## config.mk

```make
export PLATFORM = sky130hd
export DESIGN_NAME = imem_preloader
export DESIGN_NICKNAME = d
export VERILOG_FILES = /design/src/rtl/imem_preloader.sv
export SDC_FILE = /design/constraint.sdc
export NUM_CORES = 1
export LEC_CHECK = 0
export CAP_MARGIN = 40
export CELL_PAD_IN_SITES_DETAIL_PLACEMENT = 2
export CELL_PAD_IN_SITES_GLOBAL_PLACEMENT = 2
export CORE_MARGIN = 2
export CORE_UTILIZATION = 30
export DETAILED_ROUTE_END_ITERATION = 12
export PLACE_DENSITY = 0.82
export SYNTH_ARGS = -nofsm -noshare
export SYNTH_HDL_FRONTEND = slang
export SYNTH_SLANG_ARGS = --single-unit
export TNS_END_PERCENT = 20
```

## constraint.sdc

```tcl
create_clock -name clk -period 3.1 [get_ports clk]
set_input_delay 0.62 -clock clk [delete_from_list [all_inputs] [get_ports clk]]
set_output_delay 0.62 -clock clk [all_outputs]
set_load 0.05 [all_outputs]
```

## src/rtl/imem_preloader.sv

```systemverilog
// ============================================================================
// Module   : imem_preloader
// Purpose  : Boot loader that streams a length-prefixed byte image into the
//            instruction memory preload port, holding the CPU in reset meanwhile.
// Revision : 1.0  initial release
// ============================================================================
`default_nettype none

module imem_preloader #(
   parameter int N    = 1024,
   parameter int BASE = 0
) (
   input  logic        clk,
   input  logic        rst,
   input  logic        start,
   input  logic        byte_valid,
   input  logic [7:0]  byte_in,
   output logic        byte_ready,
   output logic        pre_ld,
   output logic [31:0] pre_A,
   output logic [31:0] pre_data,
   output logic        busy,
   output logic        done,
   output logic        err,
   output logic        cpu_rst
);

   localparam logic [2:0] c_idle  = 3'd0;
   localparam logic [2:0] c_len0  = 3'd1;
   localparam logic [2:0] c_len1  = 3'd2;
   localparam logic [2:0] c_data  = 3'd3;
   localparam logic [2:0] c_write = 3'd4;
   localparam logic [2:0] c_done  = 3'd5;
   localparam logic [2:0] c_err   = 3'd6;

   localparam logic [31:0] c_base      = 32'(BASE);
   localparam logic [16:0] c_max_words = 17'(N / 4);

   logic [2:0]  r_state;
   logic [2:0]  w_state_next;
   logic [15:0] r_count;
   logic [15:0] r_word_cnt;
   logic [1:0]  r_byte_cnt;
   logic [31:0] r_pre_a;
   logic [31:0] r_pre_data;
   logic        w_accept;
   logic [15:0] w_count_full;
   logic [15:0] w_word_next;

   assign w_accept     = byte_valid & byte_ready;
   // The high count byte is decided on in the same cycle it is accepted.
   assign w_count_full = {byte_in, r_count[7:0]};
   assign w_word_next  = r_word_cnt + 16'd1;

   always_ff @(posedge clk or posedge rst) begin
      if (rst) begin
         r_state <= c_idle;
      end else begin
         r_state <= w_state_next;
      end
   end

   always_comb begin
      w_state_next = r_state;
      case (r_state)
         c_idle, c_done, c_err: begin
            if (start) w_state_next = c_len0;
         end
         c_len0: begin
            if (w_accept) w_state_next = c_len1;
         end
         c_len1: begin
            if (w_accept) begin
               if (w_count_full == 16'd0)
                  w_state_next = c_done;
               else if ({1'b0, w_count_full} > c_max_words)
                  w_state_next = c_err;
               else
                  w_state_next = c_data;
            end
         end
         c_data: begin
            if (w_accept && (r_byte_cnt == 2'd3)) w_state_next = c_write;
         end
         c_write: begin
            w_state_next = (w_word_next == r_count) ? c_done : c_data;
         end
         default: w_state_next = c_idle;
      endcase
   end

   always_comb begin
      byte_ready = 1'b0;
      pre_ld     = 1'b0;
      busy       = 1'b0;
      done       = 1'b0;
      err        = 1'b0;
      cpu_rst    = 1'b1;
      case (r_state)
         c_len0, c_len1, c_data: begin
            byte_ready = 1'b1;
            busy       = 1'b1;
         end
         c_write: begin
            pre_ld = 1'b1;
            busy   = 1'b1;
         end
         c_done: begin
            done    = 1'b1;
            cpu_rst = 1'b0;
         end
         c_err: begin
            err = 1'b1;
         end
         default: ;
      endcase
   end

   // Address/data only move outside WRITE, so they are stable under pre_ld.
   always_ff @(posedge clk or posedge rst) begin
      if (rst) begin
         r_count    <= 16'd0;
         r_word_cnt <= 16'd0;
         r_byte_cnt <= 2'd0;
         r_pre_a    <= c_base;
         r_pre_data <= 32'd0;
      end else begin
         case (r_state)
            c_idle, c_done, c_err: begin
               if (start) begin
                  r_word_cnt <= 16'd0;
                  r_byte_cnt <= 2'd0;
                  r_pre_a    <= c_base;
               end
            end
            c_len0: begin
               if (w_accept) r_count[7:0] <= byte_in;
            end
            c_len1: begin
               if (w_accept) r_count[15:8] <= byte_in;
            end
            c_data: begin
               if (w_accept) begin
                  r_pre_data[{r_byte_cnt, 3'b000} +: 8] <= byte_in;
                  r_byte_cnt <= r_byte_cnt + 2'd1;
               end
            end
            c_write: begin
               r_pre_a    <= r_pre_a + 32'd4;
               r_word_cnt <= w_word_next;
            end
            default: ;
         endcase
      end
   end

   assign pre_A    = r_pre_a;
   assign pre_data = r_pre_data;

endmodule

`default_nettype wire

```

Yosys cells after proc, flatten, opt, wreduce, memory -nomap -nowiden. Cells that the tools add are included.

Flip-flop bits (word level): 101.

Equal/unequal tests: 13. $lt $le $gt $ge: 1. Add/subtract/negate cells: 4. Bitwise gates (word level): 1. Reductions and logical operators: 14. Muxes and demuxes: 22. Shifts and indexed selects: 2.

Operators by type and width (count): $pmux 32 s2 (1); $add 32x3->32 const B (1); $bwmux 32 (1); $mux 32 (1); $pmux 16 s2 (1); $shift 8x7->32 const A (1); $shiftx 8x7->32 (1); $mux 3 (7); $add 16x1->16 const B (1); $eq 16x16->1 (1); $gt 16x9->1 const B (1); $logic_not 16->1 (1); $mux 16 (1); $pmux 3 s5 (1); $ne 2x2->1 const B (5); $eq 3x3->1 const B (3); $reduce_and 2->1 (4); $neg 5->7 (1); $eq 3x2->1 const B (2); $mux 1 (6); $reduce_or 3->1 (2); $mux 2 (2); $pmux 2 s2 (1); $reduce_and 4->1 (1); other kinds (9) (10).

Logic depth before layout (Yosys ltp). Gate-level depths: netlist of the first run.

Depth after elaboration: 7. Mapped depth: 9.

Least setup slack after synthesis of the first run. OpenSTA, ideal clock, no wires.

Path kind: reg-to-reg. Start: register r_word_cnt[0]. End: register r_state[1]. Stages on the path, launching flop included: 9. Path slack: 0.766 ns. Period minus slack after synthesis: 2.334 ns. Arrival time: 2.215 ns. Cell sequence: dfrtp_1 > ha_1 > and3_1 > buf_2 > nand4_1 > o41ai_1 > o22ai_1 > or4_1 > a21bo_1.

Cells in the longest elaborated chain, start to end: 4.

Ends and longest elaborated chain: start, declared (RTL line 42) `logic [15:0] r_word_cnt;`; start signal, assigned (RTL line 150) `r_word_cnt <= w_word_next;`; $add 16x1->16 (RTL line 53) `assign w_word_next = r_word_cnt + 16'd1;`; $eq 16x16->1 (RTL line 86) `w_state_next = (w_word_next == r_count) ? c_done : c_data;`; $mux 3 (RTL line 86); $pmux 3 s5 (RTL line 65) `case (r_state)`; end signal, assigned (RTL line 57) `r_state <= c_idle;`; end signal, assigned (RTL line 59) `r_state <= w_state_next;`; end, declared (RTL line 39) `logic [2:0] r_state;`.

No other way between the ends. A chain may end at the register's enable or synchronous reset.

Worst setup path in the final report of the first run.
Start: register r_state[1]. End: output busy.

Cells in the longest elaborated chain, start to end: 3. Elaborated cells between the ends (all ways): 6.

Ends and longest elaborated chain: $eq 3x3->1, or another cell as far along (RTL line 99) `case (r_state)`; $reduce_or 4->1 (no source line) *; $mux 1 * (RTL line 99); end, declared (RTL line 22) `output logic busy,`.

Mark *: on every way between the ends. The rest lies on a longest branch, timed or not.

==> impl_metrics.env, run 1 <==
export IMPL_vias=4930
export IMPL_cts_buffers=9
export IMPL_fill_cells=1947
export IMPL_start_util_pct=30.91
export IMPL_crit_fanout=11
export IMPL_cts_root_buf="clkbuf_16"
export IMPL_cpPeakStageDelay_ns=0.83
export IMPL_io_buffers=79
export IMPL_worstSetupPathType="reg2out"
export IMPL_die_h_um=138.0
export IMPL_vias_per_cell=5.521
export IMPL_drt_pass1_iter_count=4
export IMPL_rsz0062_at_grt="no"
export IMPL_dieArea_um2=19030
export IMPL_clk_pin_slew_worst_paths_ns=0.08
export IMPL_multiInputGateArea_um2=2641
export IMPL_dp_cells=877
export IMPL_layout_nets=682
export IMPL_required_ns=2.48
export IMPL_p_leak_nw=2.700
export IMPL_finalMaxSlewViolations=0
export IMPL_grt_max_degree=100
export IMPL_core_area_um2=17420
export IMPL_critPathLaunchType="register"
export IMPL_htreeDepth=3
export IMPL_period_share_pct=93.11
export IMPL_fin_worst_skew_ns=0.01013
export IMPL_crit_path_end_kind="primary output"
export IMPL_hpwl_um=12430
export IMPL_total_power_w=0.004892
export IMPL_synth_area_leaders="dfrtp_1, o21ai_0, nand2_1"
export IMPL_drt_iter0_drc=280
export IMPL_clock_path_buffers=2
export IMPL_dp_slack_ns=0.3794
export IMPL_area_delta_synth_final_pct=24.84
export IMPL_drive_gt1_share_pct=9.431
export IMPL_crit_slowest_cell="clkdlybuf4s50_1"
export IMPL_grt_pass1_vias=5370
export IMPL_finalSetupViolCount=0
export IMPL_dieWidth_um=138.0
export IMPL_status="completed"
export IMPL_synth_distinct_cells=64
export IMPL_holdWs_ns=0.4821
export IMPL_synth_edff_count=0
export IMPL_route_detailed_drc=0
export IMPL_synth_area_per_cell_um2=9.018
export IMPL_maxCapViolations=0
export IMPL_diodes=0
export IMPL_period_needed_ns=2.886
export IMPL_synth_top_area_cell="dfrtp_1"
export IMPL_critical_path_cell_chain="nor2_1 > xnor2_1 > clkdlybuf4s50_1"
export IMPL_antenna_left=0
export IMPL_critical_path_buf_inv_count=1
export IMPL_vdd_drop_max_v=0.0006995
export IMPL_gp_congestion=0.8075
export IMPL_antenna_found_initial=0
export IMPL_wl_um=18020
export IMPL_async_flop_share_pct=100.0
export IMPL_stdcell_count=893
export IMPL_grt_pass1_wl_um=29460
export IMPL_synth_main_ff_cell="dfrtp_1"
export IMPL_hold_class="reg2reg"
export IMPL_finalHoldViolations=0
export IMPL_cts_resized=0
export IMPL_fmax_ghz=0.3465
export IMPL_post_drt_wl_per_cell_um=20.17
export IMPL_critical_path_top_delay_family="buffers and inverters"
export IMPL_grt_overflow_total=0
export IMPL_cts_setup_buffers=0
export IMPL_p_per_area_nw_per_um2=727.9
export IMPL_setup_ws_ns=0.2137
export IMPL_netlist_area_leader_share_pct=46.01
export IMPL_tns_ns=0
export IMPL_rows=48
export IMPL_grt_usage_pct=20.07
export IMPL_seqCellArea_um2=2477
export IMPL_cts_hold_buf=0
export IMPL_syn_area_um2=5384
export IMPL_clock_sinks=99
export IMPL_tritoncts="yes"
export IMPL_yosysWarningCount=0
export IMPL_tightest_slew_ns=0.7146
export IMPL_io_pins=82
export IMPL_clk_latency_ns=0.36
export IMPL_ys_ff_latch=99
export IMPL_crit_arrival_ns=2.27
export IMPL_synth_seq_area_share_pct=46.01
export IMPL_slew_headroom_pct=52.19
export IMPL_synthCells=597
[worst paths after layout]
path / from / endpoint / slack, ns / depth (start not counted)
max in group asynchronous: rst / pre_A[30] / 1.90 / 3
hold reg to reg: pre_data[19] / pre_data[19] / 0.48 / 2
setup reg to reg: r_word_cnt[0] / r_state[1] / 0.34 / 7
min in group asynchronous: rst / pre_data[4] / 0.78 / 3
setup / recovery: r_state[1] / busy / 0.21 / 3
hold / removal: pre_data[19] / pre_data[19] / 0.48 / 2
[flip-flops by register name (all words and copies together), names as in the netlist]
register / flops
pre_A: 30
r_count: 16
r_word_cnt: 16
r_state: 3
pre_data: 32
r_byte_cnt: 2
[worst min-delay path: stages (launching register included)]
cell     delay [ns]
dfrtp_1        0.35
nand2_1        0.05
o21ai_0        0.06
[routing by layer]
metal | routed length, µm | share of wire (%) | up-vias | track usage, %
met5 | 0 | 0 | - | 0
met4 | 248 | 1.4 | 0 | 5.896
met3 | 410 | 2.3 | 17 | 2.632
met2 | 9325 | 52 | 59 | 35.20
met1 | 8032 | 45 | 2571 | 25.81
li1 | - | - | 2283 | -
[cell usage after synthesis (5+ instances only)]
cell type and count:
dfrtp_1 99, o21ai_0 102, and3_1 7, nand3_1 15, and4_1 5, clkbuf_1 26, mux2_2 16, nor3_1 10
o31ai_1 10, xor2_1 8, nor2_1 28, nand4_1 22, inv_1 9, and2_1 6, o41ai_1 5, buf_6 7
ha_1 7, xnor2_1 12, nand2_1 107, a21oi_1 14, a31oi_1 13
[per-stage QoR]
stage,utilization (%),area (µm²)
after CTS,38.59,6721
final,38.59,6721
after floorplan,-,5391
after global placement,36.70,6391
after global routing,38.59,6721
after detailed placement,36.72,6396
[kinds of logic after synthesis]
logic type	after synthesis	synth area share, %
AOI/OAI and AO/OA	171	18.62
xor gates and xnor gates	20	3.254
adders and majority gates	8	1.813
buffers and inverters	52	5.136
DFF	99	46.01
muxes	17	3.532
other	1	0.06965
and+or+nand+nor	229	21.57
[where the power goes]
| part | total (W) | internal, W | leakage, nW | switching, W |
|---|---|---|---|---|
| clock | 0.00126 | 0.000719 | 0.155 | 0.000537 |
| combinational | 0.00188 | 0.000684 | 1.21 | 0.00119 |
| sequential | 0.00176 | 0.00150 | 1.33 | 0.000260 |
[cell usage in the layout, fill, tap and decap left out, types with 3 or more instances in the layout]
master / Yosys / layout
inv_1: 9 / 8
buf_4: 4 / 15
and2_1: 6 / 6
clkdlybuf4s50_1: 0 / 78
clkbuf_16: 0 / 9
nand3_1: 15 / 15
o31ai_1: 10 / 10
nor3b_1: 4 / 4
a31oi_1: 13 / 13
a21oi_1: 14 / 14
dfrtp_1: 99 / 99
xnor2_1: 12 / 12
xor2_1: 8 / 8
and4_1: 5 / 5
nor4_1: 4 / 4
nor2_1: 28 / 28
o21ai_0: 102 / 102
a22o_1: 3 / 3
buf_12: 0 / 3
o41ai_1: 5 / 5
nand4b_1: 3 / 3
nor3_1: 10 / 10
nand4_1: 22 / 22
ha_1: 7 / 7
nand2_1: 107 / 106
and3_1: 7 / 7
mux2_2: 16 / 16
o22ai_1: 3 / 3
[final cells by class]
type | instances | share of cell area, %
well taps | 225 | 4.188
flip-flops and latches | 99 | 36.86
inverters | 9 | 0.5585
clock inverters | 6 | 1.433
repair buffers | 97 | 14.26
clock buffers | 10 | 3.407
multi-input cells | 447 | 39.30
(Power assumes the default switching activity.)
==> run 2, diff against run 1 <==
--- a/config.mk
+++ b/config.mk
@@ -11,5 +11,7 @@
 export CORE_MARGIN = 2
-export CORE_UTILIZATION = 30
+export CORE_UTILIZATION = 31
+export CTS_BUF_LIST = sky130_fd_sc_hd__clkbuf_8
 export DETAILED_ROUTE_END_ITERATION = 12
-export PLACE_DENSITY = 0.82
+export PLACE_DENSITY = 0.84
+export SLEW_MARGIN = 40
 export SYNTH_ARGS = -nofsm -noshare
==> constraint.sdc (replaced) <==
create_clock -name clk -period 3.1 [get_ports clk]
set_input_delay 0.465 -clock clk [delete_from_list [all_inputs] [get_ports clk]]
set_output_delay 0.465 -clock clk [all_outputs]
set_load 0.05 [all_outputs]
==> run 2 against run 1 <==
Against the previous run: clock skew increased by 0.0060 ns; final area decreased by 2.3%; power decreased by 7.8%; sequential power about the same; clock-buffer cell count decreased by 1; critical path type is now reg2reg; critical endpoint is now r_state[1].
==> impl_metrics.env, run 2 (synthesis results as in run 1) <==
export IMPL_status="completed"
export IMPL_cts_root_buf="clkbuf_8"
export IMPL_largest_register_ffs=32
export IMPL_area_delta_synth_final_pct=22.03
export IMPL_drt_pass1_iter_count=4
export IMPL_finalHoldViolations=0
export IMPL_period_share_pct=89.90
export IMPL_period_needed_ns=2.787
export IMPL_grt_pass1_vias=5317
export IMPL_critPathLaunchType="register"
export IMPL_p_per_area_nw_per_um2=686.6
export IMPL_rsz0062_at_grt="no"
export IMPL_crit_fanout=7
export IMPL_final_cell_mix="nand2_1, o21ai_0, dfrtp_1"
export IMPL_fmax_ghz=0.3588
export IMPL_critical_path_cell_chain="ha_1 > and3_1 > nand4_1 > o41ai_1 > o22ai_1 > or4_1 > a21bo_1"
export IMPL_crit_path_end_kind="register"
export IMPL_cts_resized=0
export IMPL_cpPeakStageDelay_ns=0.58
export IMPL_clock_sinks=99
export IMPL_grt_max_degree=49
export IMPL_worstSetupPathType="reg2reg"
export IMPL_maxCapViolations=0
export IMPL_crit_arrival_ns=3.08
export IMPL_route_detailed_drc=0
export IMPL_dieWidth_um=135.8
export IMPL_setup_ws_ns=0.3132
export IMPL_grt_usage_pct=19.76
export IMPL_gp_congestion=0.8323
export IMPL_die_h_um=135.8
export IMPL_reg2reg_from="r_word_cnt[0]"
export IMPL_diodes=0
export IMPL_htreeDepth=3
export IMPL_tightest_slew_ns=0.7473
export IMPL_hpwl_um=12470
export IMPL_cts_setup_buffers=0
export IMPL_crit_slowest_cell="or4_1"
export IMPL_postLayoutCoreUtil_pct=38.38
export IMPL_slew_headroom_pct=49.91
export IMPL_clk_pin_slew_worst_paths_ns=0.10
export IMPL_post_drt_wl_per_cell_um=20.08
export IMPL_cts_buffers=9
export IMPL_vias=4837
export IMPL_grt_overflow_total=0
export IMPL_dieArea_um2=18440
export IMPL_rows=48
export IMPL_p_leak_nw=2.629
export IMPL_rrSetupSlack_ns=0.31
export IMPL_cts_hold_buf=0
export IMPL_io_pins=82
export IMPL_drt_iter0_drc=229
export IMPL_antenna_left=0
export IMPL_drive_gt1_share_pct=9.351
export IMPL_dp_slack_ns=0.3650
export IMPL_hold_class="in2async"
export IMPL_tns_ns=0
export IMPL_finalSetupViolCount=0
export IMPL_final_common_cell="nand2_1"
export IMPL_r2r_cells=7
export IMPL_core_area_um2=17120
export IMPL_fin_worst_skew_ns=0.01613
export IMPL_wl_um=17830
export IMPL_clock_path_buffers=2
export IMPL_grt_pass1_wl_um=28640
export IMPL_critical_path_top_delay_family="simple AND/OR/NAND/NOR gates"
export IMPL_antenna_found_initial=1
export IMPL_finalMaxSlewViolations=0
export IMPL_required_ns=3.39
export IMPL_vias_per_cell=5.447
export IMPL_layout_nets=677
export IMPL_tritoncts="yes"
export IMPL_vdd_drop_max_v=0.0005838
export IMPL_start_util_pct=31.45
export IMPL_io_buffers=79
export IMPL_worstReg2RegEnd="r_state[1]"
export IMPL_clk_latency_ns=0.40
export IMPL_critical_path_buf_inv_count=0
## run 2: per-layer routing
| metal | global-route usage (%) | vias up | wire [µm] |
|---|---|---|---|
| met3 | 2.656 | 22 | 336 |
| li1 | - | 2267 | - |
| met2 | 33.70 | 45 | 8957 |
| met4 | 6.829 | 0 | 327 |
| met5 | 0 | - | 0 |
| met1 | 25.77 | 2503 | 8207 |
## run 2: final cells by class
| cell class | count | area [µm²] |
|---|---|---|
| Clock buffer | 9 | 123.9 |
| Tap cell | 225 | 281.5 |
| Clock inverter | 7 | 86.33 |
| Inverter | 9 | 36.28 |
| Multi-Input combinational cell | 447 | 2654 |
| Timing Repair Buffer | 92 | 910.9 |
| Sequential cell | 99 | 2477 |
| Fill cell | 1891 | 10550 |
## run 2: metrics by stage
step                      instance area [µm²]  instances  hold slack [ns]  power, W
final                                    6570        888           0.4965  0.004511
after global routing                     6570        888           0.5308  0.004755
after CTS                                6558        888           0.5049  0.004549
after detailed placement                 6347        872           0.4807  0.003620
after global placement                   6347        872           0.4674  0.003503
after floorplan                          5388        598           0.4669  0.002982
## run 2: power breakdown
part           total (W)  switching, W  internal (W)  leakage [nW]
Sequential       0.00176      0.000265       0.00150          1.33
Clock           0.000902      0.000515      0.000387         0.107
Combinational    0.00185       0.00118      0.000668          1.19
## run 2: worst reg2reg max path, delay by kind of cell (launching register included)
kind | cells | cell delay [ns]
DFF | 1 | 0.52
and+or+nand+nor | 3 | 1.10
adders and majority gates | 1 | 0.36
AOI/OAI and AO/OA | 3 | 0.70
## run 2: worst max-delay path by stage
stage / slack (ns) / start / to / cells after the start
floorplan: 0.04 / rst / pre_A[10] / 1
global placement: 0.52 / r_word_cnt[0] / r_state[1] / 7
detailed placement: 0.36 / r_word_cnt[0] / r_state[1] / 7
CTS: 0.33 / r_word_cnt[0] / r_state[1] / 7
global route: 0.13 / r_word_cnt[0] / r_state[1] / 7
finish: 0.31 / r_word_cnt[0] / r_state[1] / 7
